[config.mk]
export PLATFORM = sky130hd
export DESIGN_NAME = occ_axil_rd_responder
export DESIGN_NICKNAME = d
export VERILOG_FILES = /design/src/rtl/occ_axil_rd_responder.sv
export SDC_FILE = /design/constraint.sdc
export NUM_CORES = 1
export LEC_CHECK = 0
export BUFFER_PORTS_ARGS = -buffer_cell sky130_fd_sc_hd__buf_2
export CAP_MARGIN = 20
export CELL_PAD_IN_SITES_DETAIL_PLACEMENT = 1
export CELL_PAD_IN_SITES_GLOBAL_PLACEMENT = 1
export CORE_AREA = 2 2 369 371
export DETAILED_ROUTE_END_ITERATION = 16
export DIE_AREA = 0 0 371 373
export GPL_ROUTABILITY_DRIVEN = 0
export GPL_TIMING_DRIVEN = 0
export PLACE_DENSITY_LB_ADDON = 0.1
export SLEW_MARGIN = 20
export SYNTH_ARGS = -nofsm -noshare
export SYNTH_HDL_FRONTEND = slang
export SYNTH_SLANG_ARGS = --single-unit
[constraint.sdc]
create_clock -name clk -period 12.8 [get_ports clk]
set_input_delay 0.64 -clock clk [delete_from_list [all_inputs] [get_ports clk]]
set_output_delay 0.64 -clock clk [all_outputs]
set_load 0.02 [all_outputs]
[src/rtl/occ_axil_rd_responder.sv]
// AXI4-Lite read-only responder that serves 256-bit occurrence-table lines from a fixed-latency memory port.
// Writes are accepted and answered with SLVERR. A credit-limited buffer absorbs R-channel backpressure.
module occ_axil_rd_responder #(
    parameter int unsigned AW         = 40,
    parameter int unsigned DW         = 256,
    parameter logic [63:0] BASE_ADDR  = 64'd0,
    parameter int unsigned MEM_AW     = 24,
    parameter int unsigned RD_LAT     = 2,
    parameter int unsigned RBUF_DEPTH = 4
) (
    input  logic              clk,
    input  logic              rst,
    input  logic [AW-1:0]     s_araddr,
    input  logic              s_arvalid,
    output logic              s_arready,
    output logic [DW-1:0]     s_rdata,
    output logic [1:0]        s_rresp,
    output logic              s_rvalid,
    input  logic              s_rready,
    input  logic [AW-1:0]     s_awaddr,
    input  logic              s_awvalid,
    output logic              s_awready,
    input  logic [DW-1:0]     s_wdata,
    input  logic [DW/8-1:0]   s_wstrb,
    input  logic              s_wvalid,
    output logic              s_wready,
    output logic [1:0]        s_bresp,
    output logic              s_bvalid,
    input  logic              s_bready,
    output logic              mem_en,
    output logic [MEM_AW-1:0] mem_addr,
    input  logic [DW-1:0]     mem_rdata,
    output logic [15:0]       err_cnt
);

    localparam int unsigned PTR_W = $clog2(RBUF_DEPTH);
    localparam int unsigned CNT_W = PTR_W + 1;

    if (DW != 256) begin : g_badDw
        $error("occ_axil_rd_responder: DW must be 256");
    end
    if (RD_LAT < 1) begin : g_badLat
        $error("occ_axil_rd_responder: RD_LAT must be at least 1");
    end
    if ((RBUF_DEPTH < RD_LAT + 1) || ((RBUF_DEPTH & (RBUF_DEPTH - 1)) != 0)) begin : g_badDepth
        $error("occ_axil_rd_responder: RBUF_DEPTH must be a power of 2 and >= RD_LAT+1");
    end

    typedef enum logic [1:0] {W_IDLE, W_GOTAW, W_GOTW, W_RESP} wstate_t;

    logic [63:0]      w_addrExt;
    logic [63:0]      w_off;
    logic [63:0]      w_idxFull;
    logic             w_inRange;
    logic             w_arHs;
    logic             w_rHs;
    logic             w_bHs;
    logic             w_push;
    logic             w_pushErr;
    logic             w_empty;
    logic [1:0]       w_errInc;
    logic [16:0]      w_errSum;
    logic             w_unused;

    logic [CNT_W-1:0] r_cnt;
    logic [RD_LAT-1:0] r_pipeValid;
    logic [RD_LAT-1:0] r_pipeErr;
    logic [DW-1:0]    r_bufData [RBUF_DEPTH];
    logic [1:0]       r_bufResp [RBUF_DEPTH];
    logic [PTR_W:0]   r_wrPtr;
    logic [PTR_W:0]   r_rdPtr;
    wstate_t          r_wState;
    wstate_t          w_wStateNext;

    assign w_unused = ^{s_awaddr, s_wdata, s_wstrb};

    // Line decode: the low five address bits select a byte inside the 32-byte line and are dropped.
    assign w_addrExt = 64'(s_araddr);
    assign w_off     = w_addrExt - BASE_ADDR;
    assign w_idxFull = w_off >> 5;
    assign w_inRange = (w_addrExt >= BASE_ADDR) && ((w_idxFull >> MEM_AW) == 64'd0);

    assign s_arready = !rst && (r_cnt < CNT_W'(RBUF_DEPTH));
    assign w_arHs    = s_arvalid && s_arready;
    assign w_rHs     = s_rvalid && s_rready;
    assign w_bHs     = s_bvalid && s_bready;

    always_ff @(posedge clk) begin
        if (rst) begin
            r_cnt <= '0;
        end else if (w_arHs && !w_rHs) begin
            r_cnt <= r_cnt + CNT_W'(1);
        end else if (!w_arHs && w_rHs) begin
            r_cnt <= r_cnt - CNT_W'(1);
        end
    end

    always_ff @(posedge clk) begin
        if (rst) begin
            mem_en   <= 1'b0;
            mem_addr <= '0;
        end else begin
            mem_en <= w_arHs && w_inRange;
            if (w_arHs && w_inRange) begin
                mem_addr <= w_idxFull[MEM_AW-1:0];
            end
        end
    end

    // Every accepted read walks this pipe so that out-of-range replies keep their place in line.
    // mem_rdata is sampled RD_LAT cycles after the edge that launches mem_en.
    always_ff @(posedge clk) begin
        if (rst) begin
            r_pipeValid <= '0;
            r_pipeErr   <= '0;
        end else begin
            r_pipeValid[0] <= w_arHs;
            r_pipeErr[0]   <= !w_inRange;
            for (int i = 1; i < RD_LAT; i++) begin
                r_pipeValid[i] <= r_pipeValid[i-1];
                r_pipeErr[i]   <= r_pipeErr[i-1];
            end
        end
    end

    assign w_push    = r_pipeValid[RD_LAT-1];
    assign w_pushErr = r_pipeErr[RD_LAT-1];
    assign w_empty   = (r_wrPtr == r_rdPtr);

    always_ff @(posedge clk) begin
        if (rst) begin
            for (int i = 0; i < RBUF_DEPTH; i++) begin
                r_bufData[i] <= '0;
                r_bufResp[i] <= 2'b00;
            end
        end else if (w_push) begin
            r_bufData[r_wrPtr[PTR_W-1:0]] <= w_pushErr ? '0 : mem_rdata;
            r_bufResp[r_wrPtr[PTR_W-1:0]] <= w_pushErr ? 2'b11 : 2'b00;
        end
    end

    always_ff @(posedge clk) begin
        if (rst) begin
            r_wrPtr <= '0;
            r_rdPtr <= '0;
        end else begin
            if (w_push) begin
                r_wrPtr <= r_wrPtr + (PTR_W+1)'(1);
            end
            if (w_rHs) begin
                r_rdPtr <= r_rdPtr + (PTR_W+1)'(1);
            end
        end
    end

    assign s_rvalid = !w_empty;
    assign s_rdata  = r_bufData[r_rdPtr[PTR_W-1:0]];
    assign s_rresp  = r_bufResp[r_rdPtr[PTR_W-1:0]];
    assign s_bresp  = 2'b10;

    always_ff @(posedge clk) begin
        if (rst) begin
            r_wState <= W_IDLE;
        end else begin
            r_wState <= w_wStateNext;
        end
    end

    // Write path: collect AW and W in either order, then answer SLVERR and wait for bready.
    always_comb begin
        w_wStateNext = r_wState;
        s_awready    = 1'b0;
        s_wready     = 1'b0;
        s_bvalid     = 1'b0;
        unique case (r_wState)
            W_IDLE: begin
                s_awready = 1'b1;
                s_wready  = 1'b1;
                if (s_awvalid && s_wvalid) begin
                    w_wStateNext = W_RESP;
                end else if (s_awvalid) begin
                    w_wStateNext = W_GOTAW;
                end else if (s_wvalid) begin
                    w_wStateNext = W_GOTW;
                end
            end
            W_GOTAW: begin
                s_wready = 1'b1;
                if (s_wvalid) begin
                    w_wStateNext = W_RESP;
                end
            end
            W_GOTW: begin
                s_awready = 1'b1;
                if (s_awvalid) begin
                    w_wStateNext = W_RESP;
                end
            end
            W_RESP: begin
                s_bvalid = 1'b1;
                if (s_bready) begin
                    w_wStateNext = W_IDLE;
                end
            end
            default: w_wStateNext = W_IDLE;
        endcase
        if (rst) begin
            s_awready = 1'b0;
            s_wready  = 1'b0;
        end
    end

    assign w_errInc = 2'(w_rHs && (s_rresp == 2'b11)) + 2'(w_bHs);
    assign w_errSum = {1'b0, err_cnt} + 17'(w_errInc);

    always_ff @(posedge clk) begin
        if (rst) begin
            err_cnt <= 16'd0;
        end else begin
            err_cnt <= w_errSum[16] ? 16'hFFFF : w_errSum[15:0];
        end
    end

endmodule

# [Yosys cells after proc, flatten, opt, wreduce, memory -nomap -nowiden]
# Memory sizes are Yosys's and may differ from the RTL's. A register that Yosys moved wholly into a read port is not among the register bits.
# Index checks and enable logic that the tools add are counted.
[classes] n_addsub=6 order_cmp=2 n_eq_ne=9 mux=32 n_reduce_logical=23
[ops] op="2-to-1 mux 256 bit" count=2
[ops] op="OR reduction 256 bit" count=1
[ops] op="zero test 64 bit" count=1
[ops] op="greater-or-equal comparator 40 x 1 -> 1 bit, second input constant" count=1
[ops] op="2-to-1 mux 2 bit" count=14
[ops] op="adder 16 x 2 -> 17 bit" count=1
[ops] op="2-to-1 mux 16 bit" count=1
[ops] op="2-to-1 mux 1 bit" count=12
[ops] op="logical AND 1 bit" count=10
[ops] op="adder 3 x 1 -> 3 bit, second input constant" count=3
[ops] op="case mux 2 bit (4 select lines)" count=1
[ops] op="equality test 2 bit, second input constant" count=3
[ops] op="2-to-1 mux 3 bit" count=2
[ops] op="inequality test 2 bit, second input constant" count=3
[ops] op="OR reduction 2 bit" count=3
[ops] op="zero test 1 bit" count=5
[ops] op="inequality test 4 bit, second input constant" count=1
[ops] op="AND reduction 4 bit" count=1
[ops] op="equality test 3 bit" count=1
[ops] op="< comparator 3 bit, second input constant" count=1
[ops] op="subtractor 3 x 1 -> 3 bit, second input constant" count=1
[ops] op="adder 1 x 1 -> 2 bit" count=1
[ops] op="equality test 2 x 1 -> 1 bit, second input constant" count=1
[ops] op="zero test 2 bit" count=1
[ops] op="nonzero test 2 bit" count=1
[totals] ff_bits=56 ram_bits=1032 out_inout_bits=306 wordCells=83 mem_count=2
[memory_table] name="r_bufData" words=4 word_bits=256 read_ports=1 rd_ports_with_merged_regs=1 wr=4 line_no="68" text="logic [DW-1:0] r_bufData [RBUF_DEPTH];"
[memory_table] name="r_bufResp" words=4 word_bits=2 read_ports=1 rd_ports_with_merged_regs=1 wr=4 line_no="69" text="logic [1:0] r_bufResp [RBUF_DEPTH];"

# [Logic depth before layout (Yosys ltp)]
# Gate-level depths: netlist of the first run.
[logic_depth] ltp_word=7 depth_mapped=12

# [Worst setup path before layout of the first run]
# No wires, ideal clock.
[synth_path] path_kind="in2reg" from="input rst" to="memory r_bufData[0][0], enable pin" setup_time_ps=664 arrival_ps=7249 path_slack_ps=4887 path_stages=3 cell_sequence="buf_2 > clkbuf_1 > nand2b_1"
[synth_rtl] element="start, declared" line_no="12" text="input logic rst,"
[synth_rtl] element="end, declared" line_no="68"

==> results.md, run 1 <==
* Result of the run: finished, final reports clean
* # rows at 135
* Maximum single-stage delay on the critical path at roughly 780 ps
* Initial DRC count at approximately 1700
* Sort of element at the end of the critical path: output port
* Largest clock skew in the final design at a little under 20 ps
* Internal Pwr Total at about 6.4 mW
* Post-CTS Hold Fix Bufs at 0
* Buffers on Ports at around 600
* Share of the synthesized area in the top cell type at 0.687
* Max Cap Viol at 0
* Routed Antenna Nets at 0
* Finished Core Util at 0.407
* Number of design rule violations left after detail routing at 0
* Final critical-path required period at 4110 ps
* Part of the power in combinational logic at 0.120
* Kind of start point of the critical path: flop
* 1st-pass router iterations at 5
* Final Hold Fails at 0
* Via density at between 4 and 5
* Syn Inst Count at slightly above 3000
* Proportion of power drawn by flip-flops and latches at 0.480
* Net switching power figure at approximately 2.1 mW
* Sequential element share of the synthesized area at 0.712
* Cell area after technology mapping at about 45000 um2
* Cell accounting for the most synthesized area: edfxtp_1
* Maximum resistive drop on vdd at roughly 0.1 mV
* Pin count of the biggest net entering global routing at 42
* Cell area after layout at 54800 um2
* Slowest stage cell, crit path: clkbuf_1
* Cell Chain, Critical Path: buf_2, clkbuf_1, buf_2, mux4_2, buf_2
* Cell with the most instances after synthesis: edfxtp_1
* Post-synth EDFFs at approximately 1000
* Initial core utilization at 0.334
* Avg Cell Area, Syn at around 15 um2
* Die extent in y at 373 um
* #FFs+latches synth at 1086
* Post-CTS Setup Repair Bufs at 0
* Tot GR Track Use at 0.196
* Worst Hold Launch: s_araddr[8]
* Rel. slew slack at 0.327
* Overall die area at 138000 um2
* Cell area after placement at around 50000 um2
* Number of cells on the worst reg-to-reg path at 12
* Required time reported for the critical path endpoint at approximately 12000 ps
* Final worst path period share at 0.321
* Main synth FF type: edfxtp_1
* Layout cells sized above 1 at 0.307
* Overflow left after global routing at 0
* Largest buffer count on any clock path at 3
* Width of the die at ~370 um
* Antenna violations before repair at 40
* Number of buffers created by CTS at 130
* Total Power at 8.48 mW
* Final setup viols at 0
* Power per unit of standard cell area at 155 nW/um2
* First-pass GRT wire length at just under 200 mm
* CTS tree: done
* I/O Pins at around 940
* Most frequent cells after synthesis: edfxtp_1 (1028), nor2_1 (775), nand2_1 (310)
* Crit path arrival time at approximately 3500 ps
* Hold/Removal Path Class: primary input to flop
* Count of vias placed by the detailed router at 26800
* End point of the worst hold path: mem_addr[3]
* Class of the most critical setup path: flop to output port
* Area grow syn2layout at 21.9%
* Yosys warnings at 0
* Most Frequent Cell on Critical Path: buf_2
* Area of the core region at roughly 130000 um2
* Hold-critical path depth at 3
* Leakage power total at 21.4 nW
* Vias in the first global route at just under 30000
* Portion of total power attributed to the clock network at 0.400
* NumNets Final at roughly 4400
* DPL Wire Length at 91.3 mm
* Number of unique standard cell types used by synthesis at between 40 and 50
* Reg2reg end: err_cnt[4]
* Post-detailed-routing wire length at between 100 and 150 mm
* Setup repair after global routing missed its margin: no
* Insertion delay of the later-clocked pin in the worst-skew pair at 730 ps
* Clock transition at the register clock pins on the worst setup and hold paths after CTS at around 60 ps
* Final number of max-transition violations at 0
* Master cell of the clock root buffer: clkbuf_16
* Biggest area contributors in the synthesized netlist: edfxtp_1 (69%), mux4_2 (13%), nor2_1 (6.5%)
* H-tree levels at 4
* Clock sink count at 1086
* Final-layout fill cell count at between 10000 and 15000
* F_max at 243 MHz
* Minimum setup slack among reg-to-reg paths at between 9000 and 10000 ps
* Share of async-settable or async-resettable flops after synthesis at 0
* Actual transition at the worst max-transition pin at about 1000 ps
* Post-cts repair resize count at 0
* Critical path fanouts, max at 11
* Routed wire length per instance at 23.8 um
* Net count after synthesis at approximately 3700
* Proportion of total power due to net switching at 0.249
==> cell type report <==
type                            instances  area, um2  share of cell area
Clock buffer                          168       3490              0.0637
Antenna cell                            9       22.5            0.000411
Timing Repair Buffer                  632       3780              0.0690
Multi-Input combinational cell       1490      10900               0.199
Buffer                                188       1030              0.0189
Sequential cell                      1086      32000               0.584
Clock inverter                         52        304             0.00555
Tap cell                             1781       2230              0.0406
Inverter                              270       1010              0.0185
==> layout by cell type, fill, tap and decap left out, types with 3 or more instances in the layout <==
cell type	count
a21oi_1	42
a31oi_1	3
buf_1	22
buf_12	9
buf_16	21
buf_2	685
buf_4	6
buf_6	26
clkbuf_1	79
clkbuf_16	134
clkbuf_2	4
clkinv_1	28
clkinv_2	16
dfxtp_1	58
diode_2	9
edfxtp_1	1028
ha_1	8
inv_1	270
inv_6	4
mux2i_1	4
mux4_2	257
nand2_1	310
nand2b_4	3
nand3_1	7
nand4_1	4
nor2_1	775
nor2_2	19
nor2b_1	3
nor3_1	6
nor4_1	4
o21ai_0	3
or3_1	4
xnor2_1	12
xor2_1	8
==> state kept, by name, indices dropped and copies added, names as in the netlist, 3 cells and up, named ones only <==
register   cells
r_bufData   1024
mem_addr      24
err_cnt       16
r_bufResp      4
r_cnt          3
r_rdPtr        3
r_wrPtr        3
==> metal layers <==
metal	track usage	wire length, um	vias to the layer above
met2	0.324	65900	619
met5	0	235	-
met3	0.0631	9600	207
met1	0.249	56800	13600
met4	0.0474	2620	38
li1	-	-	12300
==> worst max path at each step <==
| stage | slack [ps] | depth (start not counted) | endpoint | startpoint |
|---|---|---|---|---|
| after floorplan | 4890 | 3 | r_bufData[0][0] | rst |
| after global placement | -2010 | 4 | r_bufData[2][191] | rst |
| after detailed placement | 9170 | 5 | s_rdata[66] | flop |
| after CTS | 8340 | 5 | s_rdata[66] | flop |
| after global routing | 8420 | 5 | s_rdata[66] | flop |
| final | 8690 | 5 | s_rdata[66] | flop |
==> power groups by stage <==
stage / Sequential [mW] / Clock (mW) / Combinational (mW)
floorplan: 4.17 / 0 / 0.616
CTS: 4.07 / 3.49 / 1.06
global route: 4.08 / 3.61 / 1.10
detailed placement: 4.14 / 0 / 1.06
global placement: 4.23 / 0 / 1.02
finish: 4.07 / 3.39 / 1.02
==> stage by stage <==
step,worst slack [ps],cells,setup TNS [ps],hold slack (ps)
floorplan,4890,3034,0,414
global placement,-2010,5416,-1321400,436
detailed placement,9170,5446,0,438
CTS,8340,5666,0,66.9
global route,8420,5668,0,95.7
finish,8690,5676,0,143
==> critical path, delay by kind of cell (launching register included) <==
| family | cells | cell delay, ps |
|---|---|---|
| mux | 1 | 650 |
| buf+inv | 4 | 1770 |
| flops | 1 | 300 |
==> cell families (layout without fill, tap and decap cells) <==
group	after synthesis	in the layout	share of synthesized area
AND/OR/NAND/NOR	1143	1143	0.0988
XOR/XNOR	20	20	0.00390
buffers and inverters	458	1310	0.0454
other	2	11	0.000167
flip-flops	1086	1086	0.712
multiplexers	261	261	0.130
AO/OA/AOI/OAI	54	54	0.00660
adder cells (fa/ha/maj)	10	10	0.00312
Note: power is estimated with default switching activity, not from simulation.
==> run 2: changes to the inputs <==
Settings changed: CORE_AREA 2 2 369 371 to 2 2 365 367, DIE_AREA 0 0 371 373 to 0 0 367 369.
Clock period 12.8 ns to 3.5 ns, I/O delays scaled along.
==> run 2 against run 1 <==
Setup slack lost 8400 ps. Sequential cell count is the same. Final cell count grew 5.1%. Register-to-register slack lost 9200 ps. Design area grew 5.8%. Sequential share of layout area shrank 3.2 points.
==> results.md, run 2 (synthesized netlist as in run 1, its figures left out) <==
* Result of the run: finished, final reports clean
* Layout cells sized above 1 at 0.287
* CTS tree: done
* Insertion delay of the later-clocked pin in the worst-skew pair at around 760 ps
* Sort of element at the end of the critical path: output port
* Portion of total power attributed to the clock network at 0.404
* Clock sink count at approximately 1100
* Number of design rule violations left after detail routing at 0
* DPL Wire Length at ~90 mm
* Count of vias placed by the detailed router at roughly 28000
* Width of the die at between 300 and 400 um
* H-tree levels at 4
* Initial DRC count at 1911
* Final critical-path required period at around 3200 ps
* Tot GR Track Use at 0.203
* Setup repair after global routing missed its margin: no
* Buffers on Ports at roughly 600
* Routed wire length per instance at roughly 23 um
* Minimum setup slack among reg-to-reg paths at ~370 ps
* Largest clock skew in the final design at about 18 ps
* Master cell of the clock root buffer: clkbuf_16
* Required time reported for the critical path endpoint at between 3000 and 4000 ps
* Critical path fanouts, max at 10
* Routed Antenna Nets at 0
* # rows at approximately 130
* Number of buffers created by CTS at between 100 and 150
* Antenna violations before repair at 23
* Kind of start point of the critical path: flop
* Power per unit of standard cell area at ~550 nW/um2
* Hold/Removal Path Class: primary input to flop
* Area of the core region at ~130000 um2
* Clock transition at the register clock pins on the worst setup and hold paths after CTS at 60 ps
* Final worst path period share at 0.925
* Largest registers: r_bufData x1024, mem_addr x24, err_cnt x16
* Part of the power in combinational logic at 0.128
* Max Cap Viol at 0
* Via density at 4.69
* Class of the most critical setup path: flop to output port
* Setup slack after layout at ~260 ps
* Area grow syn2layout at 29.0%
* NumNets Final at approximately 4700
* Vias in the first global route at 30300
* TNS Setup at 0 ps
* Post-Route Hold Slack at roughly 96 ps
* I/O Pins at roughly 940
* Commonest non-fill, non-tap cell in the layout: edfxtp_1
* Proportion of total power due to net switching at 0.253
* Internal Pwr Total at 23.8 mW
* First-pass GRT wire length at around 200 mm
* Pin count of the biggest net entering global routing at 40
* Top library cells by usage in the layout, fill and taps aside: edfxtp_1 (1028), nor2_1 (775), buf_2 (685), nand2_1 (310), dlygate4sd3_1 (298)
* Pre-CTS setup slack at around 230 ps
* Final number of max-transition violations at 0
* Post-detailed-routing wire length at between 100 and 150 mm
* 1st-pass router iterations at 5
* Largest buffer count on any clock path at 3
* F_max at about 300 MHz
* Proportion of power drawn by flip-flops and latches at 0.468
* Crit path arrival time at between 3000 and 4000 ps
* Register with the highest flop count: r_bufData
* Final setup viols at 0
* Die extent in y at 369 um
* Max FFs per register at 1024
* Actual transition at the worst max-transition pin at approximately 900 ps
* Maximum resistive drop on vdd at ~0.44 mV
* Overall die area at 135000 um2
* Leakage power total at 22.8 nW
* Total Power at 31.8 mW
* Rel. slew slack at 0.395
* Final Hold Fails at 0
* Initial core utilization at 0.343
* Net switching power figure at 8.04 mW
* Overflow left after global routing at 0
[run 2: final timing paths]
path / end / depth (start not counted) / startpoint
worst max-delay path: s_rdata[141] / 5 / flop
worst max register to register: err_cnt[13] / 11 / flop
worst min-delay path: mem_addr[10] / 6 / s_araddr[37]
worst min register to register: mem_addr[12] / 2 / mem_addr[12]
[run 2: layout make-up]
| cell class | count | area (um2) |
|---|---|---|
| fillers | 13500 | 73100 |
| flip-flops and latches | 1086 | 32000 |
| multi-input cells | 1490 | 10900 |
| repair buffers | 930 | 6750 |
| clock buffers | 169 | 3480 |
| well taps | 1755 | 2200 |
| plain buffers | 187 | 1040 |
| inverters | 270 | 1010 |
| clock inverters | 66 | 556 |
| diodes | 11 | 27.5 |
[run 2: timing repair]
action,in CTS,in global routing
resized for setup,3,0
setup buffers,0,0
hold buffers,298,0
endpoints found under the setup margin,109,1
hold endpoints to repair,1061,0
[run 2: critical path, cell delays in order (launching register included)]
cell	delay [ps]
dfxtp_1	300
buf_2	180
clkbuf_2	570
clkbuf_1	610
mux4_2	450
buf_2	190
[run 2: metrics by stage]
step	std cells	utilization	area, um2
after global placement	5390	0.383	50200
final	5964	0.442	58000
after detailed placement	5421	0.389	51000
after global routing	5960	0.442	58000
after floorplan	3034	-	45000
after CTS	5954	0.442	58000
[run 2: metal layers]
| layer | wire length (um) | vias to the layer above | global-route usage |
|---|---|---|---|
| met4 | 3520 | 22 | 0.0616 |
| li1 | - | 12900 | - |
| met1 | 56900 | 14100 | 0.259 |
| met3 | 9520 | 201 | 0.0558 |
| met2 | 67300 | 714 | 0.337 |
| met5 | 134 | - | 0 |
[run 2: power groups by stage]
stage | logic, mW | clock network, mW | registers (mW)
CTS | 4.19 | 13.3 | 14.9
finish | 4.08 | 12.9 | 14.9
global placement | 3.73 | 0 | 15.3
detailed placement | 3.85 | 0 | 15.2
global route | 4.39 | 13.7 | 14.9
floorplan | 2.25 | 0 | 15.2
